### config.mk
export PLATFORM = sky130hd
export DESIGN_NAME = aud_play_sched_flat
export DESIGN_NICKNAME = d
export VERILOG_FILES = /design/src/rtl/aud_pkg.sv /design/src/rtl/aud_play_sched_if.sv /design/src/rtl/lrck_edge_det.sv /design/src/rtl/aud_play_sched.sv /design/src/flat_wrapper.sv
export SDC_FILE = /design/constraint.sdc
export NUM_CORES = 1
export LEC_CHECK = 0
export CORE_MARGIN = 8
export CORE_UTILIZATION = 31
export CTS_CLUSTER_DIAMETER = 120
export DETAILED_ROUTE_END_ITERATION = 8
export PLACE_DENSITY = 0.59
export SYNTH_ARGS = -nofsm -noshare
export SYNTH_HDL_FRONTEND = slang
export SYNTH_SLANG_ARGS = --single-unit
### constraint.sdc
create_clock -name i_clk -period 12.2 [get_ports i_clk]
set_clock_uncertainty 0.1 [all_clocks]
set_input_delay 1.83 -clock i_clk [delete_from_list [all_inputs] [get_ports i_clk]]
set_output_delay 1.83 -clock i_clk [all_outputs]
set_load 0.05 [all_outputs]
### src/rtl/aud_pkg.sv
`default_nettype none
// ============================================================================
// Module      : aud_pkg
// Description : Shared types, widths and pointer-advance helper for the
//               audio playback scheduler.
// Revision    : 1.0 - initial release
// ============================================================================
package aud_pkg;

  localparam int ADDR_W = 20;
  localparam int DATA_W = 16;
  localparam int SPD_W  = 3;

  typedef enum logic [2:0] {
    IDLE    = 3'd0,
    FETCH_L = 3'd1,
    WAIT_L  = 3'd2,
    FETCH_R = 3'd3,
    WAIT_R  = 3'd4,
    READY   = 3'd5,
    PAUSE   = 3'd6,
    DONE    = 3'd7
  } play_state_e;

  typedef struct packed {
    logic [ADDR_W:0]  ptr;
    logic [SPD_W-1:0] rep_cnt;
  } next_ptr_t;

  // One extra pointer bit so the end-of-data compare can never wrap.
  function automatic next_ptr_t next_ptr(
    input logic [ADDR_W-1:0] ptr,
    input logic              fast,
    input logic              slow,
    input logic [SPD_W-1:0]  speed,
    input logic [SPD_W-1:0]  rep_cnt
  );
    next_ptr_t       r;
    logic [ADDR_W:0] base;
    base      = {1'b0, ptr};
    r.rep_cnt = '0;
    if (fast) begin
      r.ptr = base + {{(ADDR_W-SPD_W){1'b0}}, speed, 1'b0} + (ADDR_W+1)'(2);
    end else if (slow && (rep_cnt != speed)) begin
      r.ptr     = base;
      r.rep_cnt = rep_cnt + SPD_W'(1);
    end else begin
      r.ptr = base + (ADDR_W+1)'(2);
    end
    return r;
  endfunction

endpackage
`default_nettype wire

### src/rtl/aud_play_sched_if.sv
`default_nettype none
// ============================================================================
// Module      : aud_play_sched_if
// Description : SRAM read port and AudPlayer/DAC-side signals of the scheduler.
// Revision    : 1.0 - initial release
// ============================================================================
interface aud_play_sched_if #(
  parameter int ADDR_W = 20,
  parameter int DATA_W = 16
);
  logic [ADDR_W-1:0] o_sram_addr;
  logic              o_sram_rd;
  logic [DATA_W-1:0] i_sram_rdata;
  logic              i_daclrck;
  logic [DATA_W-1:0] o_dac_l;
  logic [DATA_W-1:0] o_dac_r;
  logic              o_player_en;

  modport master (
    output o_sram_addr, o_sram_rd, o_dac_l, o_dac_r, o_player_en,
    input  i_sram_rdata, i_daclrck
  );

  modport slave (
    input  o_sram_addr, o_sram_rd, o_dac_l, o_dac_r, o_player_en,
    output i_sram_rdata, i_daclrck
  );
endinterface
`default_nettype wire

### src/rtl/lrck_edge_det.sv
`default_nettype none
// ============================================================================
// Module      : lrck_edge_det
// Description : Flags the start of a left half-frame (DACLRCK falling edge).
// Revision    : 1.0 - initial release
// ============================================================================
module lrck_edge_det (
  input  logic i_clk,
  input  logic i_rst,
  input  logic i_daclrck,
  output logic o_fb
);
  logic r_lrck_d;

  always_ff @(posedge i_clk) begin
    if (i_rst) r_lrck_d <= 1'b1;
    else       r_lrck_d <= i_daclrck;
  end

  assign o_fb = r_lrck_d & ~i_daclrck;
endmodule
`default_nettype wire

### src/rtl/aud_play_sched.sv
`default_nettype none
// ============================================================================
// Module      : aud_play_sched
// Description : Prefetches stereo frames from SRAM and hands them to the I2S
//               serializer at each left-channel frame boundary.
// Revision    : 1.0 - initial release
// ============================================================================
module aud_play_sched #(
  parameter int ADDR_W = aud_pkg::ADDR_W,
  parameter int DATA_W = aud_pkg::DATA_W,
  parameter int SPD_W  = aud_pkg::SPD_W,
  parameter int RD_LAT = 1
) (
  input  logic              i_clk,
  input  logic              i_rst,
  input  logic              i_start,
  input  logic              i_pause,
  input  logic              i_stop,
  input  logic              i_fast,
  input  logic              i_slow,
  input  logic [SPD_W-1:0]  i_speed,
  input  logic [ADDR_W-1:0] i_start_addr,
  input  logic [ADDR_W-1:0] i_end_addr,
  aud_play_sched_if.master  bus,
  output logic              o_busy,
  output logic              o_done,
  output logic              o_underrun,
  output logic [ADDR_W-1:0] o_cur_addr
);
  import aud_pkg::*;

  localparam int LAT_W = (RD_LAT > 1) ? $clog2(RD_LAT) : 1;

  play_state_e       r_state;
  logic [ADDR_W-1:0] r_ptr, r_sram_addr, r_cur_addr;
  logic [SPD_W-1:0]  r_rep;
  logic [LAT_W-1:0]  r_lat_cnt;
  logic [DATA_W-1:0] r_pre_l, r_pre_r, r_dac_l, r_dac_r;
  logic              r_sram_rd, r_player_en, r_busy, r_done, r_underrun;
  logic              w_fb, w_past_end, w_lat_hit;
  next_ptr_t         w_next;

  lrck_edge_det u_edge (
    .i_clk     (i_clk),
    .i_rst     (i_rst),
    .i_daclrck (bus.i_daclrck),
    .o_fb      (w_fb)
  );

  assign w_next     = next_ptr(r_ptr, i_fast, i_slow, i_speed, r_rep);
  assign w_past_end = (w_next.ptr + (ADDR_W+1)'(1)) > {1'b0, i_end_addr};
  assign w_lat_hit  = (r_lat_cnt == LAT_W'(RD_LAT-1));

  always_ff @(posedge i_clk) begin
    if (i_rst) begin
      r_state     <= IDLE;
      r_ptr       <= '0;
      r_rep       <= '0;
      r_lat_cnt   <= '0;
      r_pre_l     <= '0;
      r_pre_r     <= '0;
      r_dac_l     <= '0;
      r_dac_r     <= '0;
      r_sram_addr <= '0;
      r_sram_rd   <= 1'b0;
      r_cur_addr  <= '0;
      r_player_en <= 1'b0;
      r_busy      <= 1'b0;
      r_done      <= 1'b0;
      r_underrun  <= 1'b0;
    end else if (i_stop) begin
      r_state     <= IDLE;
      r_dac_l     <= '0;
      r_dac_r     <= '0;
      r_sram_addr <= '0;
      r_sram_rd   <= 1'b0;
      r_cur_addr  <= '0;
      r_player_en <= 1'b0;
      r_busy      <= 1'b0;
      r_done      <= 1'b0;
      r_underrun  <= 1'b0;
    end else begin
      r_sram_rd  <= 1'b0;
      r_done     <= 1'b0;
      r_underrun <= 1'b0;
      case (r_state)
        IDLE, DONE: begin
          r_dac_l     <= '0;
          r_dac_r     <= '0;
          r_player_en <= 1'b0;
          if (i_start) begin
            r_ptr       <= i_start_addr;
            r_rep       <= '0;
            r_sram_rd   <= 1'b1;
            r_sram_addr <= i_start_addr;
            r_busy      <= 1'b1;
            r_state     <= FETCH_L;
          end
        end
        FETCH_L, FETCH_R: begin
          r_underrun <= w_fb;
          r_lat_cnt  <= '0;
          r_state    <= (r_state == FETCH_L) ? WAIT_L : WAIT_R;
        end
        WAIT_L: begin
          r_underrun <= w_fb;
          if (w_lat_hit) begin
            r_pre_l     <= bus.i_sram_rdata;
            r_sram_rd   <= 1'b1;
            r_sram_addr <= r_ptr + ADDR_W'(1);
            r_state     <= FETCH_R;
          end else begin
            r_lat_cnt <= r_lat_cnt + LAT_W'(1);
          end
        end
        WAIT_R: begin
          r_underrun <= w_fb;
          if (w_lat_hit) begin
            r_pre_r <= bus.i_sram_rdata;
            r_state <= i_pause ? PAUSE : READY;
          end else begin
            r_lat_cnt <= r_lat_cnt + LAT_W'(1);
          end
        end
        READY: begin
          // Pause takes precedence over a coincident boundary: the frame is held.
          if (i_pause) begin
            r_state <= PAUSE;
          end else if (w_fb) begin
            r_dac_l     <= r_pre_l;
            r_dac_r     <= r_pre_r;
            r_cur_addr  <= r_ptr;
            r_player_en <= 1'b1;
            r_rep       <= w_next.rep_cnt;
            if (w_past_end) begin
              r_done  <= 1'b1;
              r_busy  <= 1'b0;
              r_state <= DONE;
            end else begin
              r_ptr       <= w_next.ptr[ADDR_W-1:0];
              r_sram_rd   <= 1'b1;
              r_sram_addr <= w_next.ptr[ADDR_W-1:0];
              r_state     <= FETCH_L;
            end
          end
        end
        PAUSE: begin
          if (!i_pause) r_state <= READY;
        end
        default: r_state <= IDLE;
      endcase
    end
  end

  assign bus.o_sram_addr = r_sram_addr;
  assign bus.o_sram_rd   = r_sram_rd;
  assign bus.o_dac_l     = r_dac_l;
  assign bus.o_dac_r     = r_dac_r;
  assign bus.o_player_en = r_player_en;
  assign o_busy          = r_busy;
  assign o_done          = r_done;
  assign o_underrun      = r_underrun;
  assign o_cur_addr      = r_cur_addr;
endmodule
`default_nettype wire
### src/flat_wrapper.sv
// flat-port wrapper written by rule: the top's interface ports become plain ports
module aud_play_sched_flat import aud_pkg::*;
#(
  parameter int ADDR_W = aud_pkg::ADDR_W,
  parameter int DATA_W = aud_pkg::DATA_W,
  parameter int SPD_W  = aud_pkg::SPD_W,
  parameter int RD_LAT = 1
)
  (i_clk, i_rst, i_start, i_pause, i_stop, i_fast, i_slow, i_speed, i_start_addr, i_end_addr, o_busy, o_done, o_underrun, o_cur_addr, bus_o_sram_addr, bus_o_sram_rd, bus_o_dac_l, bus_o_dac_r, bus_o_player_en, bus_i_sram_rdata, bus_i_daclrck);
  aud_play_sched_if #(.ADDR_W(ADDR_W), .DATA_W(DATA_W)) bus_i ();
  input  logic i_clk;
  input  logic i_rst;
  input  logic i_start;
  input  logic i_pause;
  input  logic i_stop;
  input  logic i_fast;
  input  logic i_slow;
  input  logic [SPD_W-1:0] i_speed;
  input  logic [ADDR_W-1:0] i_start_addr;
  input  logic [ADDR_W-1:0] i_end_addr;
  output logic o_busy;
  output logic o_done;
  output logic o_underrun;
  output logic [ADDR_W-1:0] o_cur_addr;
  output wire logic [$bits(bus_i.o_sram_addr)-1:0] bus_o_sram_addr;
  output wire logic [$bits(bus_i.o_sram_rd)-1:0] bus_o_sram_rd;
  output wire logic [$bits(bus_i.o_dac_l)-1:0] bus_o_dac_l;
  output wire logic [$bits(bus_i.o_dac_r)-1:0] bus_o_dac_r;
  output wire logic [$bits(bus_i.o_player_en)-1:0] bus_o_player_en;
  input wire logic [$bits(bus_i.i_sram_rdata)-1:0] bus_i_sram_rdata;
  input wire logic [$bits(bus_i.i_daclrck)-1:0] bus_i_daclrck;
  assign bus_o_sram_addr = bus_i.o_sram_addr;
  assign bus_o_sram_rd = bus_i.o_sram_rd;
  assign bus_o_dac_l = bus_i.o_dac_l;
  assign bus_o_dac_r = bus_i.o_dac_r;
  assign bus_o_player_en = bus_i.o_player_en;
  assign bus_i.i_sram_rdata = bus_i_sram_rdata;
  assign bus_i.i_daclrck = bus_i_daclrck;
  aud_play_sched #(.ADDR_W(ADDR_W), .DATA_W(DATA_W), .SPD_W(SPD_W), .RD_LAT(RD_LAT)) u_core (.i_clk(i_clk), .i_rst(i_rst), .i_start(i_start), .i_pause(i_pause), .i_stop(i_stop), .i_fast(i_fast), .i_slow(i_slow), .i_speed(i_speed), .i_start_addr(i_start_addr), .i_end_addr(i_end_addr), .bus(bus_i), .o_busy(o_busy), .o_done(o_done), .o_underrun(o_underrun), .o_cur_addr(o_cur_addr));
endmodule
# Word level (Yosys, flattened, before mapping)
# Index checks and enable logic that the tools add are counted.
dict set report classes {
  muxes 48
  n_lt_le_gt_ge 1
  n_reduce_logical 22
  add_sub_neg 7
  n_eq_ne 17
  bitwise 8
}
# operator n
set op_table {}
lappend op_table {{$mux W20} 5}
lappend op_table {{$mux W16} 4}
lappend op_table {{$pmux W16 S2} 2}
lappend op_table {{$pmux W20 S3} 1}
lappend op_table {{$mux W21} 2}
lappend op_table {{$pmux W20 S2} 1}
lappend op_table {{$mux W3} 13}
lappend op_table {{$add A20 B2 Y21 const B} 1}
lappend op_table {{$add A20 B4 Y21} 1}
lappend op_table {{$add A21 B1 Y21 const B} 1}
lappend op_table {{$add A21 B2 Y21 const B} 1}
lappend op_table {{$gt A21 B20 Y1} 1}
lappend op_table {{$add A20 B1 Y20 const B} 1}
lappend op_table {{$pmux W3 S6} 1}
lappend op_table {{$reduce_and A5 Y1} 3}
lappend op_table {{$ne A2 B2 Y1 const B} 7}
lappend op_table {{$mux W1} 13}
lappend op_table {{$eq A3 B3 Y1 const B} 4}
lappend op_table {{$reduce_and A3 Y1} 4}
lappend op_table {{$reduce_and A6 Y1} 2}
lappend op_table {{$reduce_or A2 Y1} 4}
lappend op_table {{$not A1 Y1} 7}
lappend op_table {{$eq A3 B2 Y1 const B} 2}
lappend op_table {{$pmux W1 S2} 3}
lappend op_table {{other kinds (18)} 19}
dict set report totals {
  reg_bits 137
  word_cells 119
}

# Longest topological paths before layout
dict set report logic_depth {
  word_depth 10
  mapped_depth 27
  depth_no_buf 24
}

# Cells and area by module
# From an unflattened synthesis, not the netlist that was laid out.
dict set report unflattened {
  cells_unflattened 948
  area_unflattened_um2 7599.8
}
# mod instances cells_each area_per_inst_um2 seq_area_each_um2
set by_module_without_submodules {}
lappend by_module_without_submodules {aud_play_sched 1 945 7564.8 2702.6}
lappend by_module_without_submodules {lrck_edge_det 1 3 35.0 20.0}

# Worst setup path after synthesis
# No wires, ideal clock.
dict set report synth_path {
  path_kind {input-to-reg}
  start {input port i_speed[1]}
  end {register u_core.r_sram_addr[13] (netlist: u_core.bus.o_sram_addr[13])}
  required_ns 11.984
  stages 24
  arrival_time_ns 6.647
  setup_time_ns 0.116
  path_slack_ns 5.336
  path_buffers 2
  path_cell_list {ha_1 ha_1 inv_1 fa_1 nor2b_1 o21ai_0 o22a_1 buf_6 xnor2_1 nand4_1 nor3_1 or3b_2 xor2_1 ha_1 a21o_1 a21o_1 a21oi_1 nand4_1 a221oi_1 o21ai_0 a311oi_2 clkbuf_8 nor2_1 o211a_1}
}
dict set report synth_between {
  elab_chain_cells 8
  elab_cells_between_ends 14
  classes_between {add/sub: 3; order compare: 1; eq/ne: 2; mux: 6; reduce/logical: 2}
}
# item line_no
set synth_lines {}
lappend synth_lines {{start, declared} flat_wrapper.sv:18} ;# input logic [SPD_W-1:0] i_speed;
lappend synth_lines {{branches (longest 3 deep; another with $add A20 B4 Y21)} -}
lappend synth_lines {{$mux W21 *} aud_pkg.sv:42} ;# if (fast) begin
lappend synth_lines {{$add A21 B1 Y21 or $mux W20 (tied branches)} {aud_play_sched.sv:51, aud_play_sched.sv:135}}
lappend synth_lines {{$gt A21 B20 Y1 or $mux W20 (tied branches)} {aud_play_sched.sv:51, aud_play_sched.sv:129}}
lappend synth_lines {{$ne A2 B2 Y1 (no source line) or $mux W20 (tied branches)} -}
lappend synth_lines {{$reduce_and A6 Y1 (no source line) or $pmux W20 S3 (tied branches)} -}
lappend synth_lines {{end signal, assigned} aud_play_sched.sv:95} ;# r_sram_addr <= i_start_addr;
lappend synth_lines {{end signal, assigned} aud_play_sched.sv:110} ;# r_sram_addr <= r_ptr + ADDR_W'(1);
lappend synth_lines {{end signal, assigned} aud_play_sched.sv:142} ;# r_sram_addr <= w_next.ptr[ADDR_W-1:0];
lappend synth_lines {{end, declared} aud_play_sched.sv:35} ;# logic [ADDR_W-1:0] r_ptr, r_sram_addr, r_cur_addr;
# Mark *: on every way between the ends. The select of a mux whose other input is x is not followed.
# A chain may end at the register's enable or synchronous reset.

# Worst setup path in the final report
dict set report layout_path {
  start {input port i_speed[0]}
  end {register u_core.r_sram_addr[16] (netlist: u_core.bus.o_sram_addr[16])}
}
# Same word-level chain as after synthesis.

==> summary by stage <==
Run status
The flow ran to the end, and the final reports show no timing, DRC or antenna violations.

STA
Setup repair after global routing left no endpoint under its margin. The worst-margin pin slew is 1.392 ns. Once routing completed, OpenROAD measured the worst setup slack at around 3.9 ns. The worst path needs between 8 and 9 ns of the cycle, external delays included. In the finished design, the share of the clock period the worst path needs comes to between 60% and 70%.

Derived from the worst setup path, the maximum achievable clock frequency is between 100 and 150 MHz. Measured against its own limit, the worst slew margin works out to 6.880%. In the final timing run, aggregate negative setup slack is 0 ns.

The number of pins with negative max-slew slack in the final report is 0. The final-report setup violation count is 0. The total count of hold-check failures in the final report is 0.

Critical path
The critical path capture point type is a flip-flop. The biggest cell delay along the critical path is 0.69 ns. In this run the worst path has a maximum fanout of 22. The kind of launch point of the worst setup path is an input port. The slowest stage of the critical path belongs to the cell or2_1.

The setup path with the least slack is of type input port to flip-flop. The signal arrival time at the worst endpoint is around 8.5 ns. Traced cell by cell, the critical path runs through clkdlybuf4s50_1, inv_1, ha_1, inv_1, ha_1, inv_1, fa_1, nor2b_1, o21ai_0, o22a_1, nor4_1, o32ai_2, nor4_2, nand3b_1, xor2_1, ha_1, nand3_1, or4_1, nor3_1, o21ai_0, a311oi_2, buf_4, or2_1, a211oi_2. Data on the critical path is required at its endpoint by 12.36 ns.

Global route
The via count of the first global-routing pass is between 7k and 8k. The initial antenna violation count is 0. For this run, global-route usage on met1 was measured as between 20 and 25%. The largest net degree at the start of global routing is 49. For this run the aggregate overflow at the end of global routing stands at 0. Global routing used between 10% and 20% of the available tracks. The first global-routing pass estimated 40,800 um of wire. For met3 alone, demand over resource in global routing was around 4.4%. Global routing used about a quarter of the available met2 tracks.

In this run the most used layer during global routing was met2.

Yosys
The post-synthesis share of cell area spent on xor and xnor gates is approximately 6.6%. The synthesized design contains 0 enable-type register cells. The most area-hungry cell type in the Yosys netlist is dfxtp_1. In the post-synthesis netlist, the biggest area contributors are dfxtp_1, nand2_1, a21oi_1.

Summed over its instances, the top area cell type makes up between 30% and 40% of the synthesized netlist area. Of all flip-flops after synthesis, the portion carrying an async set or reset was 0%. Yosys printed 0 warnings. The post-synthesis register bit count is between 100 and 150. The total nets after synthesis is approximately 1.0k. The most used flip-flop cell after synthesis is dfxtp_1. The mean instance size in the synthesized netlist is ~8.5 um^2. The synthesized netlist devotes approximately a fifth of its cell area to simple gates. By area, the combinational part of the netlist is dominated by compound AO/OA/AOI/OAI gates.

The cell count after synthesis came out at 924. The number of distinct library cell variants in the gate-level netlist after synthesis is between 80 and 90. The synthesized netlist devotes slightly above 5% of its cell area to adder and majority cells. The portion of synthesized area spent on multiplexers is under 10%. The share of synthesized area occupied by flip-flops and latches is roughly a third. The cell area after synthesis is roughly 8000 um^2. The share of the synthesized area in compound gates (AO/OA/AOI/OAI) is 23.26%.

Detailed routing
The final layout contains routed wiring with a total length of around 26,000 um. For this run, design rule violations remaining after detail routing come to 0. In the final routed layout, each cell accounts on average for 19.06 um. The via total after detailed routing is about 7.3k.

The number of vias per cell is ~5.3. Once detail routing completed, the nets flagged for antenna violations numbered 0. The first routing iteration left between 400 and 500 violations. The first-pass iteration count of the detailed router is 5.

CTS
No sink is reached through more buffers than the 2 on the longest clock path. The number of hold buffers added after cts is 0. The number of setup buffers added after CTS is 0. For the worst-skew pair, the clock arrives at the later sink with an insertion delay of around 0.42 ns. The clock tree from TritonCTS is yes. The H-tree level count is 4. Clock-pin slew was measured on the worst setup and hold paths at ~0.070 ns. The number of buffers added by the clock tree synthesis step is 17. The master cell of the clock root buffer is clkbuf_16. The post-cts repair resize count is 0. CTS saw between 100 and 150 sinks.

Die
Once the floorplan was initialized, standard cells occupied between 30% and 40% of the core. The number of cell rows is slightly below 60. The I/O pin total is approximately 140. The overall die height is around 170 um. The die outline width is between 150 and 200 um.

The overall die area is 30,550 um^2. The core region is 24,960 um^2.

Cells and area
Compared with the post-synthesis result, the final layout area differs by 27.04%. The finished cells cover around 9900 um^2. The fraction of final layout cells with drive strength greater than 1 is 9.030%. In the final layout, the multi-input gates occupy around 4500 um^2. The count of cells in the finished layout, fillers not included, comes to between 1k and 1.5k. The count of nets after finishing is roughly 1.1k.

The count of antenna diodes in the layout is 0. Summing all flip-flop and latch instances after layout gives 2723 um^2. The layout has between 2k and 3k filler cells.

Placement
Detailed placement ended at an HPWL of approximately 19,000 um. Routability-driven placement finished with a final weighted congestion of about 0.90. The cell area after placement is 9280 um^2.

The pre-CTS worst setup slack is 3.477 ns. The count of buffers added on input and output ports is approximately 140. The number of placed instances with taps included is ~1.3k.

Hold path
The min-delay analysis places its worst path in the category flip-flop to flip-flop.

Power and ir drop
Across the VDD grid, the largest voltage drop is roughly 0.000084 V. The static power due to leakage is ~3.6 nW. The power density normalized to cell area is between 100 and 150 nW/um^2.

Run
The number of violations of the max-capacitance limit is 0.
-- worst paths after layout --
check             slack, ns  cells past startpoint                                      end                               from
hold reg to reg        0.35                      2        u_core.o_cur_addr[8]$_SDFFE_PP0P_  u_core.o_cur_addr[8]$_SDFFE_PP0P_
setup / recovery       3.91                     24  u_core.bus.o_sram_addr[16]$_SDFFE_PP0P_                         i_speed[0]
hold / removal         0.35                      2        u_core.o_cur_addr[8]$_SDFFE_PP0P_  u_core.o_cur_addr[8]$_SDFFE_PP0P_
setup reg to reg       5.23                     23  u_core.bus.o_sram_addr[16]$_SDFFE_PP0P_       u_core.r_ptr[1]$_SDFFE_PP0P_
-- cell usage after synthesis, drive strengths merged, types with 3 or more instances --
cell	count
nand2	157
dfxtp	136
a21oi	82
clkbuf	56
nor3	41
xnor2	38
inv	35
nor2	35
a22o	32
ha	30
o21ai	28
nand3	23
a211oi	21
nand4	15
xor2	15
o211ai	13
and2	12
mux2i	12
a22oi	10
buf	10
a221oi	9
nor4	9
and3	7
o221ai	7
o22ai	7
nand2b	6
nor2b	6
a21o	5
or2	5
or3	5
a211o	4
a221o	4
a31oi	4
o31a	4
nand3b	3
o211a	3
o31ai	3
-- where the power goes --
group	leakage, nW	total (mW)	switching (mW)	internal, mW
registers	1.10	0.469	0.0169	0.452
clock network	0.321	0.574	0.237	0.337
logic	2.15	0.142	0.0804	0.0615
total	3.58	1.18	0.334	0.850
-- logic make-up after synthesis --
kind of cell	after synthesis
buf+inv	104
xor+xnor	53
compound gates	253
simple gates	335
mux	12
flops	136
fa+ha+maj	31
-- metrics by stage --
| stage | util [%] | total power [mW] | hold slack [ns] |
|---|---|---|---|
| CTS | 39.77 | 1.196 | 0.3579 |
| detailed placement | 37.17 | 0.6200 | 0.3480 |
| global placement | 37.17 | 0.6187 | 0.3422 |
| floorplan | - | 0.5640 | 0.3366 |
| finish | 39.77 | 1.184 | 0.3536 |
| global route | 39.77 | 1.230 | 0.3686 |
-- critical path, delay by kind of cell --
family                     cells  cell delay [ns]
AOI/OAI and AO/OA              6             1.49
adders and majority gates      4             1.08
xor gates and xnor gates       1             0.18
buffers and inverters          5             1.04
and+or+nand+nor                8             2.82
-- per-layer routing --
| layer | up-vias | share of wire, % |
|---|---|---|
| met5 | - | 0 |
| met4 | 0 | 1.6 |
| met3 | 28 | 7.1 |
| met2 | 253 | 45 |
| met1 | 3471 | 46 |
| li1 | 3553 | - |
-- placed cells by master, fill, tap and decap left out, types with 8 or more instances in the layout --
master	Yosys	routed
nand2_1	157	157
clkdlybuf4s50_1	0	143
dfxtp_1	136	136
a21oi_1	82	82
nor3_1	40	37
inv_1	35	35
nor2_1	35	34
xnor2_1	33	33
a22o_1	32	32
ha_1	30	30
o21ai_0	27	27
nand3_1	23	23
clkbuf_16	0	17
xor2_1	15	15
nand4_1	15	15
o211ai_1	12	12
mux2i_1	12	12
a211oi_1	11	11
and2_1	10	10
a22oi_1	10	10
a211oi_2	10	10
buf_4	3	10
a221oi_1	9	9
inv_8	0	8
-- flip-flops by register name, indices dropped and copies added (netlist names), 16 cells and up --
register                flops
u_core.o_cur_addr          20
u_core.bus.o_sram_addr     20
u_core.r_pre_r             16
u_core.r_ptr               20
u_core.bus.o_dac_l         16
u_core.r_pre_l             16
u_core.bus.o_dac_r         16
-- layout make-up --
type                       instances  area share, %
clock inverter                    15          2.243
clock buffer                      17          4.285
multi-input combinational        684          45.36
timing repair buffer             153          15.17
tap                              330          4.159
inverter                          36          1.361
sequential                       136          27.42
Power figures use the tool's default switching activity.
